===== src/rtl/types_pkg.sv =====
// types_pkg: shared reorder-buffer constants and entry/completion record types.
package types_pkg;

    localparam int ROB_DEPTH = 16;
    localparam int ROB_TAG_W = 4;
    localparam int PREG_W    = 7;

    typedef struct packed {
        logic              valid;
        logic              done;
        logic              has_pd;
        logic              is_branch;
        logic [PREG_W-1:0] pd_new;
        logic [PREG_W-1:0] pd_old;
    } rob_entry_t;

    typedef struct packed {
        logic                 valid;
        logic [ROB_TAG_W-1:0] tag;
        logic                 mispredict;
    } rob_cmpl_t;

endpackage


===== src/rtl/reorder_buffer.sv =====
// reorder_buffer: circular in-order retirement queue returning old pregs to the free list and raising branch flushes.
module reorder_buffer
    import types_pkg::rob_entry_t, types_pkg::rob_cmpl_t;
#(
    parameter int DEPTH  = types_pkg::ROB_DEPTH,
    parameter int TAG_W  = types_pkg::ROB_TAG_W,
    parameter int PREG_W = types_pkg::PREG_W
) (
    input  logic              clk,
    input  logic              reset,
    input  logic              alloc_valid,
    output logic              alloc_ready,
    input  logic [TAG_W-1:0]  alloc_rob_tag,
    input  logic              alloc_has_pd,
    input  logic [PREG_W-1:0] alloc_pd_new,
    input  logic [PREG_W-1:0] alloc_pd_old,
    input  logic              alloc_is_branch,
    input  logic              cmpl_valid,
    input  logic [TAG_W-1:0]  cmpl_rob_tag,
    input  logic              cmpl_mispredict,
    output logic              free_en,
    output logic [PREG_W-1:0] free_preg,
    output logic              commit_valid,
    output logic [TAG_W-1:0]  commit_rob_tag,
    output logic              mispredict,
    output logic [TAG_W-1:0]  mispredict_tag,
    output logic              empty
);

    localparam logic [TAG_W:0] FULL = (TAG_W+1)'(DEPTH);
    localparam logic [TAG_W:0] ONE  = (TAG_W+1)'(1);

    rob_entry_t        rob [DEPTH];
    rob_cmpl_t         cmpl;
    logic [TAG_W-1:0]  head, tail, b_off;
    logic [TAG_W:0]    count, count_n, ret_w, alloc_w;
    logic [DEPTH-1:0]  squash;
    logic              cmpl_hit, flush, ret, alloc_fire, ret_free;
    logic [PREG_W-1:0] unused_pd;
    logic              unused_ok;

    // Entries strictly younger than the branch, measured as distance from head.
    function automatic logic [DEPTH-1:0] young_mask(input logic [TAG_W-1:0] h, input logic [TAG_W-1:0] b);
        logic [DEPTH-1:0] m;
        logic [TAG_W-1:0] off;
        logic [TAG_W-1:0] boff;
        boff = b - h;
        for (int i = 0; i < DEPTH; i++) begin
            off  = TAG_W'(i) - h;
            m[i] = off > boff;
        end
        return m;
    endfunction

    assign cmpl        = '{valid: cmpl_valid, tag: cmpl_rob_tag, mispredict: cmpl_mispredict};
    assign cmpl_hit    = cmpl.valid && rob[cmpl.tag].valid;
    assign flush       = cmpl_hit && cmpl.mispredict && rob[cmpl.tag].is_branch;
    assign ret         = rob[head].valid && rob[head].done;
    assign ret_free    = ret && rob[head].has_pd && (rob[head].pd_old != '0);
    assign alloc_ready = (count != FULL) && !mispredict;
    assign alloc_fire  = alloc_valid && alloc_ready && !flush;
    assign b_off       = cmpl.tag - head;
    assign ret_w       = {{TAG_W{1'b0}}, ret};
    assign alloc_w     = {{TAG_W{1'b0}}, alloc_fire};
    assign squash      = young_mask(head, cmpl.tag);
    // A flush keeps head..branch inclusive; a same-cycle retire removes one of those.
    assign count_n     = flush ? {1'b0, b_off} + ONE - ret_w : count + alloc_w - ret_w;

    always_comb begin
        unused_pd = '0;
        for (int i = 0; i < DEPTH; i++) unused_pd = unused_pd ^ rob[i].pd_new;
        unused_ok = ^{alloc_rob_tag, unused_pd};
    end

    always_ff @(posedge clk) begin
        if (reset) begin
            head           <= '0;
            tail           <= '0;
            count          <= '0;
            for (int i = 0; i < DEPTH; i++) begin
                rob[i].valid <= 1'b0;
                rob[i].done  <= 1'b0;
            end
            free_en        <= 1'b0;
            free_preg      <= '0;
            commit_valid   <= 1'b0;
            commit_rob_tag <= '0;
            mispredict     <= 1'b0;
            mispredict_tag <= '0;
            empty          <= 1'b1;
        end else begin
            if (alloc_fire)
                rob[tail] <= '{valid: 1'b1, done: 1'b0, has_pd: alloc_has_pd, is_branch: alloc_is_branch,
                               pd_new: alloc_pd_new, pd_old: alloc_pd_old};
            if (cmpl_hit)
                rob[cmpl.tag].done <= 1'b1;
            for (int i = 0; i < DEPTH; i++)
                if (flush && squash[i]) rob[i].valid <= 1'b0;
            if (ret)
                rob[head].valid <= 1'b0;
            head           <= ret ? head + 1'b1 : head;
            tail           <= flush ? cmpl.tag + 1'b1 : (alloc_fire ? tail + 1'b1 : tail);
            count          <= count_n;
            commit_valid   <= ret;
            commit_rob_tag <= ret ? head : commit_rob_tag;
            free_en        <= ret_free;
            free_preg      <= ret_free ? rob[head].pd_old : '0;
            mispredict     <= flush;
            mispredict_tag <= flush ? cmpl.tag : mispredict_tag;
            empty          <= count_n == '0;
        end
    end

endmodule


===== config.mk =====
export PLATFORM = sky130hd
export DESIGN_NAME = reorder_buffer
export DESIGN_NICKNAME = d
export VERILOG_FILES = /design/src/rtl/types_pkg.sv /design/src/rtl/reorder_buffer.sv
export SDC_FILE = /design/constraint.sdc
export NUM_CORES = 1
export LEC_CHECK = 0
export CORE_ASPECT_RATIO = 0.7
export CORE_MARGIN = 2
export CORE_UTILIZATION = 55
export DETAILED_ROUTE_END_ITERATION = 12
export PLACE_DENSITY = 0.72
export SETUP_SLACK_MARGIN = 0.1
export SLEW_MARGIN = 40
export SYNTH_ARGS = -nofsm -noshare
export SYNTH_HDL_FRONTEND = slang
export SYNTH_SLANG_ARGS = --single-unit
export TNS_END_PERCENT = 10

===== constraint.sdc =====
create_clock -name clk -period 4.2 [get_ports clk]
set_input_delay 0.84 -clock clk [delete_from_list [all_inputs] [get_ports clk]]
set_output_delay 0.84 -clock clk [all_outputs]
set_load 0.1 [all_outputs]

==> metrics.md <==
| Metric | Value |
|---|---|
| Status | finished clean |
| Worst-path clk slew | 60 ps |
| Worst path max stage delay | 530 ps |
| Synth top area share | approximately two fifths |
| Max cap viols | 0 |
| Drc violations | 0 |
| Routed WL per cell | ~22 microns |
| Routed Wire Length | 28630 microns |
| Largest net degree at the start of global routing | 39 |
| Crit-path cells | clkdlybuf4s50_1, buf_6, mux2i_1, mux4_2, a2111oi_4, buf_4, o21ai_4, nand2_1, ha_1, inv_1, ha_1, inv_1, fa_2, inv_1, a21oi_1, o21bai_1, xnor2_1, o41a_1, o41ai_2 |
| Final instance area | 12620 sq um |
| Worst clock skew | 5.106 ps |
| Layout Utilization | between 60 and 70% |
| Via count | 7854 |
| Area leader, netlist | edfxtp_1 |
| Fin worst setup slack | 333.2 ps |
| Area after DPL | 11880 sq um |
| Synth top area cells | edfxtp_1 40%, dfxtp_1 12%, mux4_2 9.5% |
| DR pass1 iterations | 5 |
| Register area share after synthesis | between 50% and 60% |
| Yosys Warn Count | 0 |
| CTS Buf Count | 22 |
| P per Cell Area | ~420 nW/um^2 |
| Clk_lat worst skew | 500 ps |
| Worst reg-to-reg path cell count | 16 |
| Clock tree buffer depth | 3 |
| Die area | between 20000 and 25000 sq um |
| Layout area overhead | 15.58% |
| Hold WC Path Type | flop to flop |
| Antenna Cells | 0 |
| CP max-delay cell | mux4_2 |
| Worst-Margin Slew | 782.2 ps |
| Fillcell total | 1495 |
| Root Driver | clkbuf_16 |
| Register area | 5687 sq um |
| Area of the multi-input gates | about 4900 sq um |
| Final setup viols | 0 |
| P_leak | 4.860 nW |
| Cell variety after synth | 71 |
| Worst endpoint required time | 4620 ps |
| Final Hold Fails | 0 |
| Rows | 43 |
| Slew Viols, Final | 0 |
| First-pass GRT wire length | 43800 microns |
| Syn Area/Cell | 11.61 sq um |
| Minimum clock period | 3867 ps |
| DPL Wire Length | 20300 microns |
| Unrepaired setup endpoints after global routing | yes |
| Routed Antenna Nets | 0 |
| GR Util All Layers | between 20 and 30% |
| Iteration-0 DRC count of the detailed router | 768 |
| Die height | about 120 microns |
| Vias in the first global route | 7460 |
| Post-CTS Setup Inserts | 0 |
| Antenna violations before repair | 0 |
| DR vias/cell | 5.982 |
| Rel. slew slack | a little under half |
| CTS tree | done |
| Critical-path maximum fanout | 8 |
| Most common cell in the netlist | edfxtp_1 |
| Syn Inst Count | 941 |
| Die W | 172.4 microns |
| Layout cell share with drive strength beyond 1 | 18.89% |
| Total congestion overflow | 0 |
| IO Count | 49 |
| Setup CP Type | input pin to flop |
| CORE AREA | just under 20000 sq um |
| Crit path depth | 19 |
| Fmax | 258.6 MHz |
| Post-Syn Area | 10920 sq um |
| Max VDD drop | 0.0003576 V |
| Fin crit share | 92.07% |
| H-tree Lvls | 1 |
| Post-synthesis register bit count | about 210 |
| Most used DFF post-synth | edfxtp_1 |
| Startpoint types | input pin |
| Critical Path Sink Type | flop |
| Synth Net Count | ~1000 |
| Placer Congestion | just over 0.9 |
| Delay-heaviest family, CP | compound AO/OA/AOI/OAI gates |
| Pre-CTS setup slack | -247.0 ps |
| Initial Util | 55.61% |
| Clock sink total | 212 |
| Number of flops mapped to enable cells by yosys | about 140 |
| Hold_buf cts | 0 |
| Bufs and invs on worst path | 6 |
| Worst Hold Path Cells | 2 |
| I/O Buffers | 37 |
| Top post-synthesis cells by count | 144 x edfxtp_1, 119 x nor2_1, 89 x nand2_1 |
| Most used cell, CP | inv_1 |
| Post-synth ARST share | 0% |
| Fin nets | 1099 |
| CP arrival | 4280 ps |
[through the flow]
stage / power (W) / instances / setup TNS [ps] / hold slack [ps]
2_1_floorplan: 0.003087 / 941 / 0 / 450.4
3_3_place_gp: 0.003413 / 1273 / -586.0 / 447.5
3_5_place_dp: 0.003414 / 1273 / -883.1 / 456.6
4_1_cts: 0.005313 / 1313 / 0 / 471.0
5_1_grt: 0.005506 / 1313 / 0 / 494.8
6_report: 0.005314 / 1313 / 0 / 470.5
[cell usage in the layout (no fill, tap or decap), types with 6 or more instances in the layout]
cell,n
a211oi_1,10
a21oi_1,28
a22oi_1,6
a32oi_1,12
and2_1,66
and3_1,9
buf_2,21
buf_4,66
clkbuf_16,23
clkdlybuf4s50_1,16
dfxtp_1,67
edfxtp_1,144
ha_1,41
inv_1,50
maj3_1,6
mux2i_1,19
mux4_2,46
nand2_1,89
nand3_1,18
nor2_1,118
nor2b_1,19
nor3_1,7
o211ai_1,7
o21ai_0,7
o2bb2ai_1,7
xnor2_1,11
xor2_1,10
[cells by family after synthesis]
kind of cell | synth area share (%)
AND/OR/NAND/NOR | 16.07
multiplexers | 11.78
AO/OA/AOI/OAI | 8.616
buffers and inverters | 3.964
adder cells (fa/ha/maj) | 5.614
flip-flops | 52.06
XOR/XNOR | 1.890
[power by group]
group          leakage, nW  total [W]  switching (W)  internal, W
registers             2.13    0.00233      0.0000517      0.00228
clock network        0.346    0.00193       0.000810      0.00112
logic                 2.39    0.00105       0.000620     0.000432
[tightest hold or removal path, delay by kind of cell (launching register included)]
| family | cells | cell delay [ps] |
|---|---|---|
| flops | 1 | 310 |
| compound gates | 1 | 60 |
| simple gates | 1 | 50 |
[cell type report]
cell class                 instances  area share (%)
clock buffer                      31           5.036
clock inverter                     9          0.6047
inverter                          53           1.576
multi-input combinational        631           38.46
sequential                       212           45.05
tap                              270           2.676
timing repair buffer             107           6.592
[path summary, 6_finish.rpt]
check                                                     from                        endpoint  slack [ps]
worst max-delay path                           cmpl_rob_tag[1]                empty$_SDFF_PP1_         330
worst min-delay path            mispredict_tag[0]$_SDFFE_PP0N_  mispredict_tag[0]$_SDFFE_PP0N_         470
worst max register to register                            flop                empty$_SDFF_PP1_         650
worst min register to register  mispredict_tag[0]$_SDFFE_PP0N_  mispredict_tag[0]$_SDFFE_PP0N_         470
[layer usage]
metal / up-vias / GRT usage [%] / wire length (microns) / share of wire (%)
met5: - / 0 / 0 / 0
met4: 0 / 5.567 / 546 / 1.9
met3: 49 / 7.147 / 3152 / 11
met2: 388 / 38.78 / 11580 / 40
met1: 3811 / 45.29 / 13350 / 47
li1: 3606 / - / - / -
[registers in the layout, summed over array words and instances, names as in the netlist, named ones only]
signal,count
free_preg,7
mispredict_tag,4
empty,1
free_en,1
commit_rob_tag,4
commit_valid,1
rob,176
tail,4
head,4
count,5
mispredict,1
[repair_timing]
action	CTS	global route
gates resized for setup	0	5
hold endpoints to repair	0	0
setup endpoints to repair	0	3
Power figures use the tool's default switching activity.
